===== src/rtl/connect4_pkg.sv =====
// Shared constants, cell codes and FSM state encoding for the connect-four move engine.
package connect4_pkg;

    localparam int ROWS      = 7;
    localparam int COLS      = 7;
    localparam int ROW_W     = 14;
    localparam int MAX_MOVES = 49;

    localparam logic [1:0] PLAYER_A = 2'b10;
    localparam logic [1:0] PLAYER_B = 2'b01;
    localparam logic [1:0] EMPTY    = 2'b00;

    typedef enum logic [2:0] {
        ST_IDLE,
        ST_PLACE,
        ST_SETTLE,
        ST_CHECK,
        ST_OVER
    } state_t;

    // Cell code written for the player whose turn it is (0 = A, 1 = B).
    function automatic logic [1:0] player_code(input logic turn);
        return turn ? PLAYER_B : PLAYER_A;
    endfunction

endpackage


===== src/rtl/col_heights.sv =====
// Bank of per-column fill counters. The addressed column's height is presented
// combinationally; a column index past the board reads as full so the caller's
// legality test covers out-of-range requests as well.
module col_heights (
    input  logic       clk,
    input  logic       rst,
    input  logic       clear,
    input  logic       inc,
    input  logic [2:0] col,
    output logic [2:0] height,
    output logic       full
);
    import connect4_pkg::*;

    logic [2:0] h [COLS];

    // Count pieces per column; saturate at a full column.
    always_ff @(posedge clk) begin
        if (rst || clear) begin
            for (int i = 0; i < COLS; i++) begin
                h[i] <= 3'd0;
            end
        end else if (inc) begin
            for (int i = 0; i < COLS; i++) begin
                if (col == 3'(i) && h[i] != 3'(ROWS)) begin
                    h[i] <= h[i] + 3'd1;
                end
            end
        end
    end

    // Select the addressed column's height; unknown columns look full.
    always_comb begin
        height = 3'(ROWS);
        for (int i = 0; i < COLS; i++) begin
            if (col == 3'(i)) begin
                height = h[i];
            end
        end
    end

    assign full = (height == 3'(ROWS));

endmodule


===== src/rtl/drop_piece.sv =====
// Connect-four move engine: accepts a column for the current player, drops the
// piece into the lowest empty cell, gives the external win checker one cycle to
// register the new board, then declares win, draw or next turn.
module drop_piece #(
    parameter int ROWS   = 7,
    parameter int COLS   = 7,
    parameter int CELL_W = 2
) (
    input  logic                          clk,
    input  logic                          rst,
    input  logic                          drop_valid,
    input  logic [2:0]                    col_sel,
    output logic                          drop_ready,
    output logic                          illegal,
    output logic [ROWS*COLS*CELL_W-1:0]   grid,
    output logic [6:0]                    location,
    output logic                          turn,
    input  logic                          term,
    input  logic [1:0]                    winner,
    output logic                          game_over,
    output logic [1:0]                    game_winner,
    output logic                          draw,
    input  logic                          new_game
);
    import connect4_pkg::*;

    state_t     state;
    logic [2:0] col_q;
    logic [5:0] moves;

    logic [2:0] hc_col;
    logic [2:0] height;
    logic       full;
    logic       hc_inc;
    logic       hc_clear;
    logic       req_legal;
    logic [5:0] cell_idx;

    // In IDLE the counters are addressed by the request so legality can be
    // judged the same cycle; afterwards they follow the latched column.
    assign hc_col    = (state == ST_IDLE) ? col_sel : col_q;
    assign hc_inc    = (state == ST_PLACE);
    assign hc_clear  = (state == ST_OVER) && new_game;
    assign req_legal = (col_sel < 3'(COLS)) && !full;

    // Linear cell number r*7+c; doubling it and setting bit 0 gives the
    // high-bit index r*14+2c+1 that the checker expects as location.
    assign cell_idx  = ({3'b000, height} * 6'd7) + {3'b000, col_q};

    col_heights u_heights (
        .clk    (clk),
        .rst    (rst),
        .clear  (hc_clear),
        .inc    (hc_inc),
        .col    (hc_col),
        .height (height),
        .full   (full)
    );

    // Move FSM with the board and all status outputs registered alongside.
    always_ff @(posedge clk) begin
        if (rst) begin
            state       <= ST_IDLE;
            col_q       <= 3'd0;
            moves       <= 6'd0;
            grid        <= '0;
            location    <= 7'd1;
            turn        <= 1'b0;
            drop_ready  <= 1'b1;
            illegal     <= 1'b0;
            game_over   <= 1'b0;
            game_winner <= EMPTY;
            draw        <= 1'b0;
        end else begin
            illegal <= 1'b0;
            case (state)
                ST_IDLE: begin
                    if (drop_valid) begin
                        if (req_legal) begin
                            col_q      <= col_sel;
                            drop_ready <= 1'b0;
                            state      <= ST_PLACE;
                        end else begin
                            illegal <= 1'b1;
                        end
                    end
                end

                ST_PLACE: begin
                    grid[{cell_idx, 1'b0} +: CELL_W] <= player_code(turn);
                    location <= {cell_idx, 1'b1};
                    moves    <= moves + 6'd1;
                    state    <= ST_SETTLE;
                end

                // The checker registers the new board during this cycle.
                ST_SETTLE: begin
                    state <= ST_CHECK;
                end

                ST_CHECK: begin
                    if (term) begin
                        game_winner <= winner;
                        game_over   <= 1'b1;
                        state       <= ST_OVER;
                    end else if (moves == 6'(MAX_MOVES)) begin
                        draw        <= 1'b1;
                        game_winner <= EMPTY;
                        game_over   <= 1'b1;
                        state       <= ST_OVER;
                    end else begin
                        turn       <= ~turn;
                        drop_ready <= 1'b1;
                        state      <= ST_IDLE;
                    end
                end

                ST_OVER: begin
                    if (new_game) begin
                        state       <= ST_IDLE;
                        col_q       <= 3'd0;
                        moves       <= 6'd0;
                        grid        <= '0;
                        location    <= 7'd1;
                        turn        <= 1'b0;
                        drop_ready  <= 1'b1;
                        game_over   <= 1'b0;
                        game_winner <= EMPTY;
                        draw        <= 1'b0;
                    end
                end

                default: begin
                    state <= ST_IDLE;
                end
            endcase
        end
    end

endmodule


===== config.mk =====
export PLATFORM = sky130hd
export DESIGN_NAME = drop_piece
export DESIGN_NICKNAME = d
export VERILOG_FILES = /design/src/rtl/connect4_pkg.sv /design/src/rtl/col_heights.sv /design/src/rtl/drop_piece.sv
export SDC_FILE = /design/constraint.sdc
export NUM_CORES = 1
export LEC_CHECK = 0
export CORE_UTILIZATION = 57
export CTS_CLUSTER_SIZE = 14
export DETAILED_ROUTE_END_ITERATION = 16
export PLACE_DENSITY = 0.83
export REMOVE_ABC_BUFFERS = 1
export SYNTH_ARGS = -nofsm -noshare
export SYNTH_HDL_FRONTEND = slang
export SYNTH_SLANG_ARGS = --single-unit

===== constraint.sdc =====
create_clock -name clk -period 15.8 [get_ports clk]
set_input_delay 2.37 -clock clk [delete_from_list [all_inputs] [get_ports clk]]
set_output_delay 2.37 -clock clk [all_outputs]
set_load 0.005 [all_outputs]

==> results of run 1 <==
[metal layers]
metal | wire (µm) | global-route usage | up-vias
met5 | 0 | 0 | -
met4 | 463 | 0.121 | 0
met3 | 1780 | 0.100 | 48
met2 | 9110 | 0.505 | 292
met1 | 7980 | 0.395 | 2912
li1 | - | - | 2765
[flip-flops by register name, summed over array words and instances (netlist names)]
signal / cells
illegal: 1
state: 3
game_over: 1
moves: 6
grid: 98
col_q: 3
u_heights.h: 21
drop_ready: 1
draw: 1
game_winner: 2
turn: 1
location: 6
[power groups by stage]
stage	Sequential [mW]	Combinational, mW	Clock (mW)
finish	0.431	1.07	0.408
global placement	0.436	1.01	0
global route	0.433	1.14	0.427
floorplan	0.431	0.712	0
CTS	0.430	1.04	0.410
detailed placement	0.437	1.03	0
[worst paths after layout]
path,from,end,slack (ns),cells after the start
setup reg to reg,state[2],grid[70],9.30,18
hold / removal,grid[96],grid[96],0.46,2
hold reg to reg,grid[96],grid[96],0.46,2
setup / recovery,col_sel[0],grid[70],7.71,17
[logic make-up after synthesis]
| family | after synthesis | synth area share |
|---|---|---|
| compound gates | 102 | 0.115 |
| xor+xnor | 18 | 0.0275 |
| fa+ha+maj | 31 | 0.0601 |
| buf+inv | 52 | 0.0318 |
| flops | 144 | 0.445 |
| mux | 84 | 0.124 |
| other cells | 1 | 0.000539 |
| simple gates | 287 | 0.197 |
[Yosys cell counts, drive strengths merged (10+ instances only)]
cell	count	area [µm²]
dfxtp	123	2460
nand2	107	402
mux2i	73	731
nor2	63	239
clkbuf	29	109
ha	27	338
nor3	27	140
a21oi	22	125
edfxtp	21	631
and2	16	100
nand3	15	75.1
a32o	14	140
inv	13	48.8
a22o	12	105
mux2	11	131
buf	10	63.8
o21ai	10	50.0
[worst register-to-register path: cells and delay by family (launching register included)]
family | cells | cell delay (ns)
AND/OR/NAND/NOR | 4 | 1.29
adder cells (fa/ha/maj) | 3 | 1.71
XOR/XNOR | 1 | 0.18
AO/OA/AOI/OAI | 3 | 0.79
buffers and inverters | 3 | 0.37
flip-flops | 1 | 0.65
multiplexers | 4 | 1.41
[layout by cell type, fill, tap and decap left out, types with 7 or more instances in the layout]
cell / count
o21ai_0: 9
ha_1: 27
clkdlybuf4s50_1: 120
a32o_1: 14
mux2i_1: 73
xnor2_1: 7
inv_1: 13
or3_1: 7
clkbuf_16: 17
a22o_1: 12
nor2b_1: 9
nor2_1: 62
xor2_1: 8
dfxtp_1: 123
edfxtp_1: 21
nand3_1: 15
nand2_1: 107
nor3_1: 26
and2_1: 16
a21oi_1: 20
[area by class of cell]
class                           count  share of cell area
Tap cell                          143              0.0203
Clock inverter                     10              0.0152
Sequential cell                   144               0.351
Clock buffer                       22              0.0527
Timing Repair Buffer              125               0.141
Multi-Input combinational cell    523               0.415
Inverter                           13             0.00554
[stage by stage]
stage	hold slack, ns	cells
floorplan	0.446	680
global placement	0.439	948
detailed placement	0.453	948
CTS	0.465	980
global route	0.477	980
finish	0.462	980
==> run metrics, run 1 <==
Syn Inst Count 719; CP endpoint kind flop; Longest Clk Path Bufs 2; num rows 39; Sequential Power Share 0.226; f_max 124 MHz; fillers 831; sequential share of the synthesized area 0.445; WS Path Type primary input to flop; Die Wd 112 µm; Core Area 0.0117 mm²; crit path cell chain clkdlybuf4s50_1, a21oi_1, mux2_2, o22a_1, o21ai_0, mux2i_1, fa_1, fa_1, inv_1, fa_1, inv_1, and4_1, mux2_4, xnor2_1, or3_1, nor3_1, mux2i_1; Worst slew margin 0.207; vias per cell 6.14; Worst Path Max Fanout 11; syn avg cell area 9.68 µm²; ANT nets after route 0; iteration-0 DRC count of the detailed router 534; Initial Utilization 0.597; Worst-path clk slew 0.06 ns; Vias 6017; Tightest Hold Check Type flop to flop; final count of hold timing violations 0; wire per inst 19.7 µm; Placed Area 0.00822 mm²; TritonCTS clock tree built; Residual DRC 0; switch share 0.496; skew final 0.0118 ns; H-Tree Depth 4; total CTS buffers 17; Routed WL 19300 µm; post-synth cell types 71; CP peak stage delay 0.66 ns; DR pass1 iterations 6; GPL Wtd Cong 0.861; fin worst setup slack 7.71 ns; Net Sw Power 0.946 mW; Post-Route Setup TNS 0 ns; P per Cell Area 216 mW/mm²; all-layer global routing usage 0.314; mapped cell area 0.00696 mm²; Worst path most repeated cell fa_1; root buf cell clkbuf_16; first-pass GRT wire length 30700 µm; largest net degree at the start of global routing 57; Max-Cap Viols 0; cell family with most CP delay adder cells; area of the multi-input gates 0.00366 mm²; Post-CTS Hold Fix Bufs 0; number of global-route vias before repair 6001; I/O pin count 122; clk_lat worst skew 0.42 ns; WP buf/inv 3; async set-reset flop share out of synthesis 0; post-CTS resize count 0; total gr overflow 0; final instance area 0.00881 mm²; clock power share 0.214; Slowest cell on crit path fa_1; RSZ-0062 raised after global routing false; Post-Place Worst Slack 7.45 ns; height of the die 112 µm; Tcrit/Tclk final 0.512; Final Max Tran Viols 0; n_diodes 0; internal power 0.962 mW; VDD IR max 0.212 mV; worst-margin pin slew 1.19 ns; Util after Layout 0.756; Nets 865; Seq cells post-synth 144; layout cells sized above 1 0.0693; Die Area 0.0127 mm²; Yosys warning total 0; Period minus WS final 8.09 ns; CTS sink cnt 144; Layout Area Growth over Synthesis 26.7%; Leak 3.41 nW; post-CTS setup repair buffer count 0; I/O Buffers 120; final setup fails 0; WP data required 16.11 ns; Main synth FF type dfxtp_1; Post-synth EDFFs 21; initial antenna violation count 0; Seq. cell area 0.00309 mm²; HPWL Detailed 13800 µm; Worst EP arrival 8.40 ns; outcome finished clean; crit path launch type primary input; combinational group share of total power 0.560; overall power 1.91 mW
(Power assumes the default switching activity.)
==> run 2: changes to the inputs <==
--- a/config.mk
+++ b/config.mk
@@ -5,10 +5,10 @@
 export SDC_FILE = /design/constraint.sdc
 export NUM_CORES = 1
 export LEC_CHECK = 0
-export CORE_UTILIZATION = 57
+export CORE_UTILIZATION = 48
 export CTS_CLUSTER_SIZE = 14
 export DETAILED_ROUTE_END_ITERATION = 16
-export PLACE_DENSITY = 0.83
+export PLACE_DENSITY = 0.75
 export REMOVE_ABC_BUFFERS = 1
 export SYNTH_ARGS = -nofsm -noshare
 export SYNTH_HDL_FRONTEND = slang
==> constraint.sdc (replaced) <==
create_clock -name clk -period 7.4 [get_ports clk]
set_input_delay 1.11 -clock clk [delete_from_list [all_inputs] [get_ports clk]]
set_output_delay 1.11 -clock clk [all_outputs]
set_load 0.005 [all_outputs]
==> run metrics, run 2 (synthesis gave the netlist of run 1 again) <==
Tcrit/Tclk final 0.907; cell family with most CP delay adder cells; vias per cell 5.78 (-5.8%); Core Area 0.0140 mm² (+20%); Worst EP arrival 7.03 ns (-1.37 ns); P per Cell Area 463 mW/mm² (+110%); worst-margin pin slew 0.992 ns (-0.198 ns); iteration-0 DRC count of the detailed router 474 (-11%); all-layer global routing usage 0.262 (-0.0518); hold path cells 2 (unchanged); number of global-route vias before repair 5951 (-0.83%); RSZ-0062 raised after global routing false; skew final 0.00645 ns (-0.00532 ns); wire per inst 18.6 µm (-5.9%); register with the most flip-flops grid; root buf cell clkbuf_16; Die Wd 122 µm (+8.8%); num rows 43 (+10%); H-Tree Depth 4 (unchanged); WS Path Type primary input to flop; post-CTS setup repair buffer count 0 (unchanged); hold path startpoint grid[10]; GPL Wtd Cong 0.872 (+1.3%); Max-Cap Viols 0 (unchanged); initial antenna violation count 0 (unchanged); Final Max Tran Viols 0 (unchanged); crit path launch type primary input; max reg flops 98 (unchanged); first-pass GRT wire length 30400 µm (-1.2%); r2r worst-path depth 18 (unchanged); Routed WL 19000 µm (-1.8%); Worst path most repeated cell fa_1; Layout Area Growth over Synthesis 28.4%; reg2reg start state[2]; final setup fails 0 (unchanged); outcome finished clean; layout cells sized above 1 0.0784 (+0.00909); total gr overflow 0 (unchanged); crit path cell chain clkdlybuf4s50_1, a21oi_1, mux2_2, o22a_1, o21ai_0, mux2i_1, fa_1, fa_1, inv_1, fa_1, inv_1, and4_1, mux2_4, xnor2_1, or3_1, or3_1, a32o_1; clk_lat worst skew 0.43 ns (about the same); n_diodes 0 (unchanged); Longest Clk Path Bufs 2 (unchanged); global-route track usage on met1 0.340 (-0.0548); CP peak stage delay 0.67 ns (about the same); Post-CTS Hold Fix Bufs 0 (unchanged); CTS sink cnt 144 (unchanged); Nets 870 (+0.58%); commonest non-fill, non-tap cell in the layout dfxtp_1; I/O pin count 122 (unchanged); Tightest Hold Check Type flop to flop; final count of hold timing violations 0 (unchanged); WP data required 7.71 ns (-8.40 ns); total CTS buffers 17 (unchanged); largest net degree at the start of global routing 91 (+60%); Worst-path clk slew 0.07 ns (about the same); Residual DRC 0 (unchanged); fin worst setup slack 0.690 ns (-7.02 ns); TritonCTS clock tree built; Worst slew margin 0.337 (+0.130); height of the die 122 µm (+8.8%); Period minus WS final 6.71 ns; M3 GR Usage 0.0762 (-0.0242); Leak 3.45 nW (+1.2%); VDD IR max 0.602 mV (+180%); HPWL Detailed 13400 µm (-2.4%); Hold EP grid[10]; most frequent cells in the layout dfxtp_1 (123), clkdlybuf4s50_1 (120), nand2_1 (107); post-CTS resize count 0 (unchanged); CP endpoint kind flop; fillers 1130 (+36%); Worst Path Max Fanout 11 (unchanged); Post-Place Worst Slack 0.284 ns (-7.17 ns); biggest registers after layout grid x98, u_heights.h x21; Most Crowded Layer GR met2; Vias 5911 (-1.8%); WP buf/inv 3 (unchanged); Post-Route Setup TNS 0 ns (unchanged); f_max 149 MHz; Slowest cell on crit path fa_1; Initial Utilization 0.497 (-0.0992); DR pass1 iterations 5 (-1); grt met2 use 0.422 (-0.0824); Die Area 0.0150 mm² (+18%); I/O Buffers 120 (unchanged); Worst R2R End grid[74]; R2R Setup Slk 1.03 ns (-8.27 ns); ANT nets after route 0 (unchanged)
-- run 2: cell count changes in the layout (fill, tap and decap cells not counted) --
| cell | previous run | this run |
|---|---|---|
| buf_4 | 5 | 10 |
| clkbuf_8 | 2 | 1 |
| clkbuf_16 | 17 | 18 |
| inv_6 | 1 | 5 |
| inv_4 | 1 | 0 |
| clkbuf_1 | 3 | 0 |
| clkinv_4 | 1 | 3 |
| clkinv_2 | 4 | 2 |
-- run 2: how the worst max path moves through the flow --
| stage | start | endpoint | cells after the start | slack, ns |
|---|---|---|---|---|
| after detailed placement | col_sel[0] | grid[74] | 17 | 0.28 |
| after CTS | col_sel[0] | grid[74] | 17 | 0.73 |
| after floorplan | state[2] | grid[74] | 18 | 1.34 |
| after global placement | col_sel[0] | grid[75] | 17 | 0.56 |
| final | col_sel[0] | grid[74] | 17 | 0.69 |
| after global routing | col_sel[0] | grid[86] | 17 | 0.27 |
-- run 2: layout make-up --
class	count	area (µm²)	share of cell area
flip-flops and latches	144	3090	0.346
inverters	13	48.8	0.00546
well taps	180	225	0.0252
clock buffers	19	464	0.0520
clock inverters	13	170	0.0190
multi-input cells	523	3660	0.409
repair buffers	130	1280	0.143
-- run 2: worst register-to-register path, stage by stage, from the launching register on --
cell and delay, ns:
dfxtp_1 0.63, nor3_1 0.12, buf_4 0.20, a21oi_1 0.58
mux2_2 0.29, o22a_1 0.12, o21ai_0 0.10, mux2i_1 0.48
fa_1 0.51, fa_1 0.52, inv_1 0.06, fa_1 0.67
inv_1 0.11, and4_1 0.20, mux2_4 0.30, xnor2_1 0.19
or3_1 0.53, or3_1 0.38, a32o_1 0.27
-- run 2: stage by stage --
step                hold WS (ns)  std cells  cell area [µm²]  power [mW]   util
floorplan                  0.446        680             6780        2.44      -
global placement           0.443        990             8300        3.11  0.593
detailed placement         0.449        990             8300        3.15  0.593
CTS                        0.460       1022             8930        4.08  0.639
global route               0.482       1022             8930        4.38  0.639
finish                     0.461       1022             8930        4.13  0.639
-- run 2: power breakdown --
part           leakage [nW]  internal [mW]  switching [mW]
Combinational          1.93          0.694            1.60
Clock                 0.314          0.565           0.357
Sequential             1.21          0.859          0.0598
Total                  3.45           2.12            2.01
-- run 2: metal layers --
metal	part of all wire	wire [µm]
met5	0	0
met4	0.013	254
met3	0.073	1380
met2	0.47	8880
met1	0.45	8460
==> run 3: changes to the inputs <==
--- a/config.mk
+++ b/config.mk
@@ -5,6 +5,7 @@
 export SDC_FILE = /design/constraint.sdc
 export NUM_CORES = 1
 export LEC_CHECK = 0
+export CORE_ASPECT_RATIO = 1.2
 export CORE_UTILIZATION = 48
 export CTS_CLUSTER_SIZE = 14
 export DETAILED_ROUTE_END_ITERATION = 16
==> run metrics, run 3 (synthesis gave the netlist of run 1 again) <==
Leak 3.42 nW (-1.1%); I/O pin count 122 (unchanged); Post-Place Worst Slack 0.360 ns (+0.0765 ns); H-Tree Depth 4 (unchanged); Worst slew margin 0.277 (-0.0595); Sequential Power Share 0.229 (+0.007); vias per cell 5.81 (+0.38%); height of the die 134 µm (+9.4%); biggest registers after layout grid x98, u_heights.h x21; commonest non-fill, non-tap cell in the layout dfxtp_1; final setup fails 0 (unchanged); ANT nets after route 0 (unchanged); Core Area 0.0140 mm² (about the same); RSZ-0062 raised after global routing false; Worst Path Max Fanout 11 (unchanged); violated checks design-rule violations; f_max 149 MHz (-0.23%); post-CTS resize count 0 (unchanged); clk_lat worst skew 0.42 ns (about the same); TritonCTS clock tree built; combinational group share of total power 0.560 (+0.005); Tightest Hold Check Type flop to flop; internal power 2.02 mW (-4.8%); Vias 5864 (-0.80%); HPWL Detailed 13700 µm (+2.0%); P per Cell Area 453 mW/mm² (-2.1%); register with the most flip-flops grid; wire per inst 18.8 µm (+1.4%); hold path startpoint game_over; area of the multi-input gates 0.00366 mm² (unchanged); CP endpoint kind flop; Worst Setup SP col_sel[0]; final count of hold timing violations 0 (unchanged); Placed Area 0.00827 mm² (-0.32%); most frequent cells in the layout dfxtp_1 (123), clkdlybuf4s50_1 (120), nand2_1 (107); post-CTS setup repair buffer count 0 (unchanged); number of global-route vias before repair 6130 (+3.0%); switch share 0.497 (+0.00977); Max-Cap Viols 0 (unchanged); layout cells sized above 1 0.0751 (-0.00330); all-layer global routing usage 0.260 (-0.00226); overall power 4.01 mW (-2.9%); Post-Route Setup TNS 0 ns (unchanged); Residual DRC 2 (+2); fin worst setup slack 0.674 ns (-0.0157 ns); placed insts 979 (-1.1%); Routed WL 19000 µm (+0.18%); Die Wd 112 µm (-8.6%); fillers 1152 (+1.9%); Net Sw Power 2.00 mW (-0.97%); largest net degree at the start of global routing 54 (-41%); skew final 0.0114 ns (+0.00495 ns); total CTS buffers 17 (unchanged); Seq. cell area 0.00309 mm² (unchanged); reg2reg start state[2]; Post-CTS Hold Fix Bufs 0 (unchanged); final instance area 0.00886 mm² (-0.83%); WS Path Type primary input to flop; crit path launch type primary input; Period minus WS final 6.73 ns (+0.0157 ns); total gr overflow 0 (unchanged); outcome complete, but fails checks; Final Max Tran Viols 0 (unchanged); Longest Clk Path Bufs 2 (unchanged); num rows 47 (+9.3%); initial antenna violation count 0 (unchanged); iteration-0 DRC count of the detailed router 393 (-17%); Initial Utilization 0.497 (about the same); CTS sink cnt 144 (unchanged); Worst EP arrival 7.03 ns (about the same); first-pass GRT wire length 30900 µm (+1.8%); Layout Cells excl Fill 1010 (-1.2%); Worst-path clk slew 0.06 ns (about the same); max reg flops 98 (unchanged); Nets 868 (-0.23%); GPL Wtd Cong 0.848 (-2.8%); I/O Buffers 120 (unchanged); n_diodes 0 (unchanged); worst-margin pin slew 1.08 ns (+0.0916 ns); Die Area 0.0150 mm² (about the same); VDD IR max 0.625 mV (+3.8%); Tcrit/Tclk final 0.909 (+0.00213); Layout Area Growth over Synthesis 27.4%; clock power share 0.211 (-0.012); root buf cell clkbuf_16; WP data required 7.71 ns (about the same); DR pass1 iterations 11 (+6)
-- run 3: changes by cell type in the layout (fill, tap and decap cells not counted), sizes merged --
cell      change
buf           -2
bufinv        -2
clkinv        -3
inv           +2
clkinvlp      +2
-- run 3: path summary, 6_finish.rpt --
path	slack (ns)	cells after the start	end
worst max-delay path	0.67	17	grid[32]
worst min-delay path	0.46	2	game_over
worst max register to register	1.03	19	grid[32]
worst min register to register	0.46	2	game_over
-- run 3: per-stage QoR --
stage	util	hold slack (ns)
6_report	0.633	0.457
5_1_grt	0.633	0.470
4_1_cts	0.633	0.455
3_5_place_dp	0.591	0.447
3_3_place_gp	0.591	0.438
2_1_floorplan	-	0.446
-- run 3: power groups by stage --
stage	sequential [mW]	clock [mW]	combinational [mW]
finish	0.919	0.846	2.25
global route	0.926	0.886	2.44
global placement	0.933	0	2.18
CTS	0.918	0.852	2.21
floorplan	0.920	0	1.52
detailed placement	0.934	0	2.19
-- run 3: cell type report --
| class | count | area share |
|---|---|---|
| clock buffer | 19 | 0.0524 |
| clock inverter | 12 | 0.0138 |
| inverter | 13 | 0.00551 |
| multi-input combinational | 523 | 0.413 |
| sequential | 144 | 0.349 |
| tap | 171 | 0.0241 |
| timing repair buffer | 128 | 0.142 |
-- run 3: routing by layer --
metal,global-route usage,vias to the layer above,routed length (µm)
li1,-,2769,-
met1,0.297,2850,7710
met2,0.453,200,9590
met3,0.0646,45,1140
met4,0.128,0,566
met5,0,-,0
-- run 3: worst max-delay path, cell delays in order --
cell	delay, ns
clkdlybuf4s50_1	0.61
a21oi_1	0.58
mux2_2	0.40
o22a_1	0.17
o21ai_0	0.11
mux2i_1	0.25
fa_1	0.56
fa_1	0.52
inv_1	0.06
fa_1	0.69
inv_1	0.11
and4_1	0.21
mux2i_1	0.28
o21ai_0	0.29
nor2_1	0.56
nand3_1	0.20
a32o_1	0.30
